**src/rtl/router_pkg.sv**
```systemverilog
// Shared router definitions: packet field bounds, destination/source
// encodings and the dx/dy route decode used by every forwarding stage.
package router_pkg;

  localparam int unsigned PACKET_WIDTH = 30;
  localparam int unsigned DX_MSB       = 29;
  localparam int unsigned DX_LSB       = 21;
  localparam int unsigned DY_MSB       = 20;
  localparam int unsigned DY_LSB       = 12;

  localparam int unsigned DX_W = DX_MSB - DX_LSB + 1;
  localparam int unsigned DY_W = DY_MSB - DY_LSB + 1;

  typedef enum logic [1:0] {
    DST_EAST,
    DST_NORTH,
    DST_SOUTH,
    DST_DROP
  } dest_e;

  typedef enum logic {
    SRC_LOCAL,
    SRC_WEST
  } src_e;

  // Route decode for an eastward stage. dy == 0 goes NORTH; the Y stage
  // recognises it as arrived and delivers locally.
  function automatic dest_e dest_decode(input logic [DX_W-1:0] dx,
                                        input logic [DY_W-1:0] dy);
    dest_e d;
    if (dx[DX_W-1]) begin
      d = DST_DROP;
    end else if (dx != '0) begin
      d = DST_EAST;
    end else if (dy[DY_W-1]) begin
      d = DST_SOUTH;
    end else begin
      d = DST_NORTH;
    end
    return d;
  endfunction

endpackage

```
**src/rtl/rr_arbiter2.sv**
```systemverilog
// Two-request round-robin arbiter.
//   clk_i   : clock, rising edge
//   rst_i   : synchronous active-high reset; last grant becomes WEST so that
//             LOCAL wins the first tie
//   req_i   : request vector, bit 0 = LOCAL, bit 1 = WEST
//   gnt_o   : one-hot (or zero) combinational grant
module rr_arbiter2
  import router_pkg::*;
(
  input  logic       clk_i,
  input  logic       rst_i,
  input  logic [1:0] req_i,
  output logic [1:0] gnt_o
);

  src_e last_q, last_d;

  always_comb begin
    gnt_o = 2'b00;
    unique case (req_i)
      2'b01:   gnt_o = 2'b01;
      2'b10:   gnt_o = 2'b10;
      // Tie: favour the source that did not win last time.
      2'b11:   gnt_o = (last_q == SRC_WEST) ? 2'b01 : 2'b10;
      default: gnt_o = 2'b00;
    endcase
  end

  // History only moves on an actual grant.
  always_comb begin
    last_d = last_q;
    if (gnt_o[0]) begin
      last_d = SRC_LOCAL;
    end else if (gnt_o[1]) begin
      last_d = SRC_WEST;
    end
  end

  always_ff @(posedge clk_i) begin
    if (rst_i) begin
      last_q <= SRC_WEST;
    end else begin
      last_q <= last_d;
    end
  end

endmodule

```
**src/rtl/east_forward.sv**
```systemverilog
// Eastward X-dimension forwarding stage of a mesh router.
// Pops packets from the local east buffer or the west-link buffer (both
// first-word-fall-through), decrements dx and forwards east, or turns the
// packet north/south when dx == 0, or drops it when dx < 0.
//   clk, reset                 : clock and synchronous active-high reset
//   local_dout/empty/ren       : local east buffer head, empty flag, pop
//   west_dout/empty/ren        : west-link buffer head, empty flag, pop
//   east/north/south_dout/wen  : registered packet and write strobe
//   east/north/south_full      : downstream buffer full flags
//   err_drop                   : one-cycle pulse after a packet is discarded
//   drop_count                 : saturating count of discarded packets
module east_forward
  import router_pkg::*;
(
  input  logic                    clk,
  input  logic                    reset,
  input  logic [PACKET_WIDTH-1:0] local_dout,
  input  logic                    local_empty,
  output logic                    local_ren,
  input  logic [PACKET_WIDTH-1:0] west_dout,
  input  logic                    west_empty,
  output logic                    west_ren,
  output logic [PACKET_WIDTH-1:0] east_dout,
  output logic                    east_wen,
  input  logic                    east_full,
  output logic [PACKET_WIDTH-1:0] north_dout,
  output logic                    north_wen,
  input  logic                    north_full,
  output logic [PACKET_WIDTH-1:0] south_dout,
  output logic                    south_wen,
  input  logic                    south_full,
  output logic                    err_drop,
  output logic [7:0]              drop_count
);

  logic [PACKET_WIDTH-1:0] east_dout_q, east_dout_d;
  logic [PACKET_WIDTH-1:0] north_dout_q, north_dout_d;
  logic [PACKET_WIDTH-1:0] south_dout_q, south_dout_d;
  logic                    east_wen_q, east_wen_d;
  logic                    north_wen_q, north_wen_d;
  logic                    south_wen_q, south_wen_d;
  logic                    err_drop_q, err_drop_d;
  logic [7:0]              drop_count_q, drop_count_d;

  dest_e local_dst, west_dst, sel_dst;
  logic  local_avail, west_avail;
  logic  east_avail, north_avail, south_avail;
  logic [1:0] req, gnt;
  logic  pop;
  logic [PACKET_WIDTH-1:0] sel_pkt, east_pkt;

  assign local_dst = dest_decode(local_dout[DX_MSB:DX_LSB], local_dout[DY_MSB:DY_LSB]);
  assign west_dst  = dest_decode(west_dout[DX_MSB:DX_LSB], west_dout[DY_MSB:DY_LSB]);

  // A strobe issued last cycle is not yet visible in *_full, so a
  // destination written last cycle is treated as unavailable.
  assign east_avail  = !east_full && !east_wen_q;
  assign north_avail = !north_full && !north_wen_q;
  assign south_avail = !south_full && !south_wen_q;

  always_comb begin
    local_avail = 1'b1;
    unique case (local_dst)
      DST_EAST:  local_avail = east_avail;
      DST_NORTH: local_avail = north_avail;
      DST_SOUTH: local_avail = south_avail;
      default:   local_avail = 1'b1;
    endcase
  end

  always_comb begin
    west_avail = 1'b1;
    unique case (west_dst)
      DST_EAST:  west_avail = east_avail;
      DST_NORTH: west_avail = north_avail;
      DST_SOUTH: west_avail = south_avail;
      default:   west_avail = 1'b1;
    endcase
  end

  // Requests are masked in reset so no pop can happen in a reset cycle.
  assign req[0] = !reset && !local_empty && local_avail;
  assign req[1] = !reset && !west_empty && west_avail;

  rr_arbiter2 u_arb (
    .clk_i (clk),
    .rst_i (reset),
    .req_i (req),
    .gnt_o (gnt)
  );

  assign local_ren = gnt[0];
  assign west_ren  = gnt[1];
  assign pop       = |gnt;
  assign sel_pkt   = gnt[1] ? west_dout : local_dout;
  assign sel_dst   = gnt[1] ? west_dst : local_dst;

  // dx >= 1 on the EAST path, so the decrement cannot underflow.
  always_comb begin
    east_pkt = sel_pkt;
    east_pkt[DX_MSB:DX_LSB] = sel_pkt[DX_MSB:DX_LSB] - DX_W'(1);
  end

  always_comb begin
    east_wen_d   = pop && (sel_dst == DST_EAST);
    north_wen_d  = pop && (sel_dst == DST_NORTH);
    south_wen_d  = pop && (sel_dst == DST_SOUTH);
    err_drop_d   = pop && (sel_dst == DST_DROP);
    east_dout_d  = east_wen_d ? east_pkt : east_dout_q;
    north_dout_d = north_wen_d ? sel_pkt : north_dout_q;
    south_dout_d = south_wen_d ? sel_pkt : south_dout_q;
    drop_count_d = drop_count_q;
    if (err_drop_d && (drop_count_q != 8'hFF)) begin
      drop_count_d = drop_count_q + 8'd1;
    end
  end

  always_ff @(posedge clk) begin
    if (reset) begin
      east_dout_q  <= '0;
      north_dout_q <= '0;
      south_dout_q <= '0;
      east_wen_q   <= 1'b0;
      north_wen_q  <= 1'b0;
      south_wen_q  <= 1'b0;
      err_drop_q   <= 1'b0;
      drop_count_q <= '0;
    end else begin
      east_dout_q  <= east_dout_d;
      north_dout_q <= north_dout_d;
      south_dout_q <= south_dout_d;
      east_wen_q   <= east_wen_d;
      north_wen_q  <= north_wen_d;
      south_wen_q  <= south_wen_d;
      err_drop_q   <= err_drop_d;
      drop_count_q <= drop_count_d;
    end
  end

  assign east_dout  = east_dout_q;
  assign north_dout = north_dout_q;
  assign south_dout = south_dout_q;
  assign east_wen   = east_wen_q;
  assign north_wen  = north_wen_q;
  assign south_wen  = south_wen_q;
  assign err_drop   = err_drop_q;
  assign drop_count = drop_count_q;

endmodule

```
**config.mk**
```make
export PLATFORM = sky130hd
export DESIGN_NAME = east_forward
export DESIGN_NICKNAME = d
export VERILOG_FILES = /design/src/rtl/router_pkg.sv /design/src/rtl/rr_arbiter2.sv /design/src/rtl/east_forward.sv
export SDC_FILE = /design/constraint.sdc
export NUM_CORES = 1
export LEC_CHECK = 0
export BUFFER_PORTS_ARGS = -buffer_cell sky130_fd_sc_hd__buf_4
export CAP_MARGIN = 20
export CORE_AREA = 2 2 95 106
export CTS_BUF_LIST = sky130_fd_sc_hd__clkbuf_4 sky130_fd_sc_hd__clkbuf_8
export DETAILED_ROUTE_END_ITERATION = 7
export DIE_AREA = 0 0 97 108
export PLACE_DENSITY_LB_ADDON = 0.3
export SKIP_LAST_GASP = 1
export SYNTH_ARGS = -nofsm -noshare
export SYNTH_HDL_FRONTEND = slang
export SYNTH_SLANG_ARGS = --single-unit
```
**constraint.sdc**
```tcl
create_clock -name clk -period 4.6 [get_ports clk]
set_clock_uncertainty 0.15 [all_clocks]
set_input_delay 0.46 -clock clk [delete_from_list [all_inputs] [get_ports clk]]
set_output_delay 0.46 -clock clk [all_outputs]
set_load 0.1 [all_outputs]
```
==> flow_results.org <==
** Run status
- Result of the run :: finished, final reports clean

** Synthesis
- Dominant combinational cell family by area after synthesis :: compound AO/OA/AOI/OAI gates
- Synth warn :: 0
- Summing the areas of all compound-gate instances in the mapped netlist gives 24.8% of the synthesized area.
- Most instantiated library cell after synthesis :: sky130_fd_sc_hd__dfxtp_1
- The largest total area in the synthesized netlist belongs to sky130_fd_sc_hd__dfxtp_1.
- The synthesized netlist devotes 0.763% of its cell area to XOR and XNOR gates.
- The most used flip-flop cell after synthesis is sky130_fd_sc_hd__dfxtp_1.
- Area share of the leading cell type in the synthesized netlist :: 44.9%
- Summing the areas of all and, or, nand and nor instances in the mapped netlist gives 17.4% of the synthesized area.
- The synthesized design contains 103 register bits.
- Of the total synthesized cell area, the portion taken by full adders, half adders and majority gates is 0.545%.
- Average cell area after synthesis :: 9.41 µm²
- In the post-synthesis netlist, the biggest area contributors are sky130_fd_sc_hd__dfxtp_1, sky130_fd_sc_hd__a211oi_1, sky130_fd_sc_hd__nor3_1.
- Proportion of register bits with asynchronous set or reset after synthesis :: 0%
- By count the netlist is led by sky130_fd_sc_hd__dfxtp_1, sky130_fd_sc_hd__a211oi_1, sky130_fd_sc_hd__nor3_1.
- After synthesis the cells add up to 4590 µm².
- Synthesis handed over a netlist of 488 instances.
- Mux cell area share after synthesis :: 5.01%
- Share of synthesized area occupied by flip-flops and latches :: 44.9%
- Number of enable-type register cells in the synthesized netlist :: 0
- Unique cell type count in the Yosys netlist :: 57
- Counting every net in the synthesized netlist gives 557.

** Run
- The tool flagged a number of max-cap violations equal to 0.

** Floorplanning
- Once the floorplan was initialized, standard cells occupied 49.3% of the core.
- Die Area :: 10500 µm²
- In this run the count of I/O pins placed on the die edge is 171.
- Placeable Area :: 9310 µm²
- Die X-Extent :: 97 µm
- The initialized floorplan defines 37 standard-cell rows.
- Measured along the y axis, the die boundary spans 108 µm.

** Clock network
- Clk buf depth :: 2
- The clock reaches the later pin of the worst-skew pair after 0.36 ns.
- Post-CTS Hold Fix Bufs :: 0
- TritonCTS built the clock tree.
- CTS built an H-tree with a depth of 3.
- Setup fix buffers added after clock tree synthesis :: 0
- CTS buffer count :: 9
- Clock-pin transition on the worst setup and hold timing paths :: 0.10 ns
- Clk sink count :: 103
- Clock root buffer :: sky130_fd_sc_hd__clkbuf_8
- The number of gates resized after CTS was 0.

** Placement
- Buffers placed on the I/O ports in this run total 170.
- Placed wire-length estimate after detailed placement :: 9960 µm
- Summing all placed instances gives a cell area of 5910 µm².
- OpenSTA, run right after detailed placement, puts the worst setup slack at 0.757 ns.
- At the end of routability-driven placement, the weighted congestion stood at 0.870.

** Critical path
- At the worst endpoint, the arrival time is 3.28 ns.
- The slowest stage of the critical path belongs to the cell sky130_fd_sc_hd__or4_1.
- The worst setup path is launched from an input pin.
- For this run, the slowest stage of the critical path takes 0.71 ns.
- Required time reported for the critical path endpoint :: 3.99 ns
- STA classifies the critical path endpoint as an output port.
- Crit path cell chain :: buf_4 > or4_1 > o221a_4 > a211oi_2 > nand2_2 > buf_4 > inv_1 > buf_4
- Type of the worst setup path :: input pin to output port
- Worst-path maximum fanout :: 46
- Most common cell on crit path :: sky130_fd_sc_hd__buf_4

** GRT
- Via count of the first global-routing pass :: 4166
- Grt total ovfl :: 0
- The first global-routing pass estimated 21600 µm of wire.
- Overall routing resource usage :: 25.4%
- Entering global routing, the biggest net connects 76 pins.
- Number of antenna violations at the first check in global routing :: 0

** Timing
- The number of hold violations in the final report was 0.
- Derived from the worst setup path, the maximum achievable clock frequency is 257 MHz.
- For the finished layout, the period the worst path requires is 3.89 ns.
- Number of max-slew violations in the final report :: 0
- Worst Tran Pin Value :: 0.941 ns
- Measured against its own limit, the worst slew margin works out to 36.7%.
- Setup violations remaining at the end of the flow were counted as 0.
- The worst path meets setup with 0.708 ns of slack.
- Period utilisation layout :: 84.6%
- Setup total negative slack on the finished layout was measured at 0 ns.
- Setup repair after global routing left no endpoint under its margin.
- On the final layout, the worst hold slack is 0.234 ns.

** Detailed routing
- In the routed layout, each cell is associated on average with a via count of 5.93.
- For this run, design rule violations remaining after detail routing come to 0.
- Antenna Violating Nets Remaining :: 0
- Routed Wire Length :: 13700 µm
- DRC marker count from the first detailed-route iteration :: 267
- Dividing the detail-routed wire length by the instance count gives 18.0 µm.
- The routed layout has 4534 vias.
- 1st-pass router iterations :: 5

** Power
- Static leakage :: 0.00259 µW
- Cell internal pwr :: 1290 µW
- Max rail drop VDD :: 0.212 mV
- Share of total power in the clock network :: 30.1%
- Switching portion of total power :: 33.0%
- Switching power total :: 636 µW
- Power per cell area :: 315 nW/µm²
- Reg power frac :: 48.3%
- Power share of the combinational group :: 21.6%

** Layout
- In the final layout, the share of cells above drive strength 1 is 32.3%.
- Fraction of the core area covered by cells at the end of the flow :: 65.7%
- The layout has 775 filler cells.
- NumNets Final :: 711
- 0 antenna diodes ended up in the layout.
- After routing the design area is 6110 µm².
- Relative area change from synthesis to final layout :: 33.2%

** Min path
- In this run the worst hold path is classified as input pin to flip-flop.
[power by group through the flow]
stage	logic (µW)	registers [µW]	clock network, µW
2_1_floorplan	123	1110	0
3_3_place_gp	410	950	0
3_5_place_dp	413	951	0
4_1_cts	413	931	591
5_1_grt	435	934	628
6_report	416	930	581
[through the flow]
stage,cells,total power (µW)
after CTS,764,1940
after global placement,748,1360
final,764,1930
after floorplan,488,1230
after detailed placement,748,1360
after global routing,764,2000
[cell usage in the layout (no fill, tap or decap), types with 3 or more instances in the layout]
master and instances:
sky130_fd_sc_hd__buf_4 180, sky130_fd_sc_hd__o31a_1 3, sky130_fd_sc_hd__and2_1 21, sky130_fd_sc_hd__nor2_1 15, sky130_fd_sc_hd__dfxtp_1 103, sky130_fd_sc_hd__and3_1 6, sky130_fd_sc_hd__clkbuf_8 9, sky130_fd_sc_hd__o21ai_0 9
sky130_fd_sc_hd__nand2_1 14, sky130_fd_sc_hd__nor3_1 53, sky130_fd_sc_hd__o311ai_0 6, sky130_fd_sc_hd__or4_1 6, sky130_fd_sc_hd__nand3_1 12, sky130_fd_sc_hd__o32ai_1 20, sky130_fd_sc_hd__o31ai_1 6, sky130_fd_sc_hd__o41ai_1 3
sky130_fd_sc_hd__nand4_1 5, sky130_fd_sc_hd__a21oi_1 11, sky130_fd_sc_hd__mux2i_1 23, sky130_fd_sc_hd__inv_1 30, sky130_fd_sc_hd__a211oi_1 62
[worst paths after layout]
path | start | end | slack (ns) | cells past startpoint
worst max-delay path | west_dout[21] | west_ren | 0.71 | 8
worst min-delay path | local_empty | u_arb.last_q | 0.23 | 3
worst max register to register | north_wen | east_dout[27] | 1.54 | 11
worst min register to register | south_dout[20] | south_dout[20] | 0.31 | 2
[state kept, by name, summed over array words and instances, names as in the netlist]
name and cells:
east_dout 30, north_dout 30, south_dout 30, drop_count 8
east_wen 1, err_drop 1, north_wen 1, south_wen 1
u_arb.last_q 1
[routing by layer]
metal / share of wire (%) / up-vias / routed length [µm] / GRT usage (%)
li1: - / 2166 / - / -
met1: 42 / 2129 / 5830 / 33.7
met2: 47 / 221 / 6490 / 40.7
met3: 8.8 / 18 / 1210 / 6.59
met4: 1.5 / 0 / 210 / 8.25
met5: 0 / - / 0 / 0
[kinds of logic after synthesis]
| logic type | Yosys count |
|---|---|
| simple gates | 146 |
| compound gates | 142 |
| flops | 103 |
| buf+inv | 68 |
| mux | 23 |
| xor+xnor | 4 |
| fa+ha+maj | 2 |
[worst max-delay path: cells and delay by family]
kind | cells | cell delay, ns
buf+inv | 4 | 1.01
compound gates | 2 | 0.96
simple gates | 2 | 0.85
[cell type report]
| cell class | instances | area [µm²] | share of cell area [%] |
|---|---|---|---|
| sequential | 103 | 2060 | 33.7 |
| multi-input combinational | 317 | 2240 | 36.6 |
| timing repair buffer | 180 | 1350 | 22.1 |
| tap | 117 | 146 | 2.39 |
| clock inverter | 7 | 77.6 | 1.27 |
| inverter | 31 | 116 | 1.90 |
| clock buffer | 9 | 124 | 2.03 |
Power figures use the tool's default switching activity.
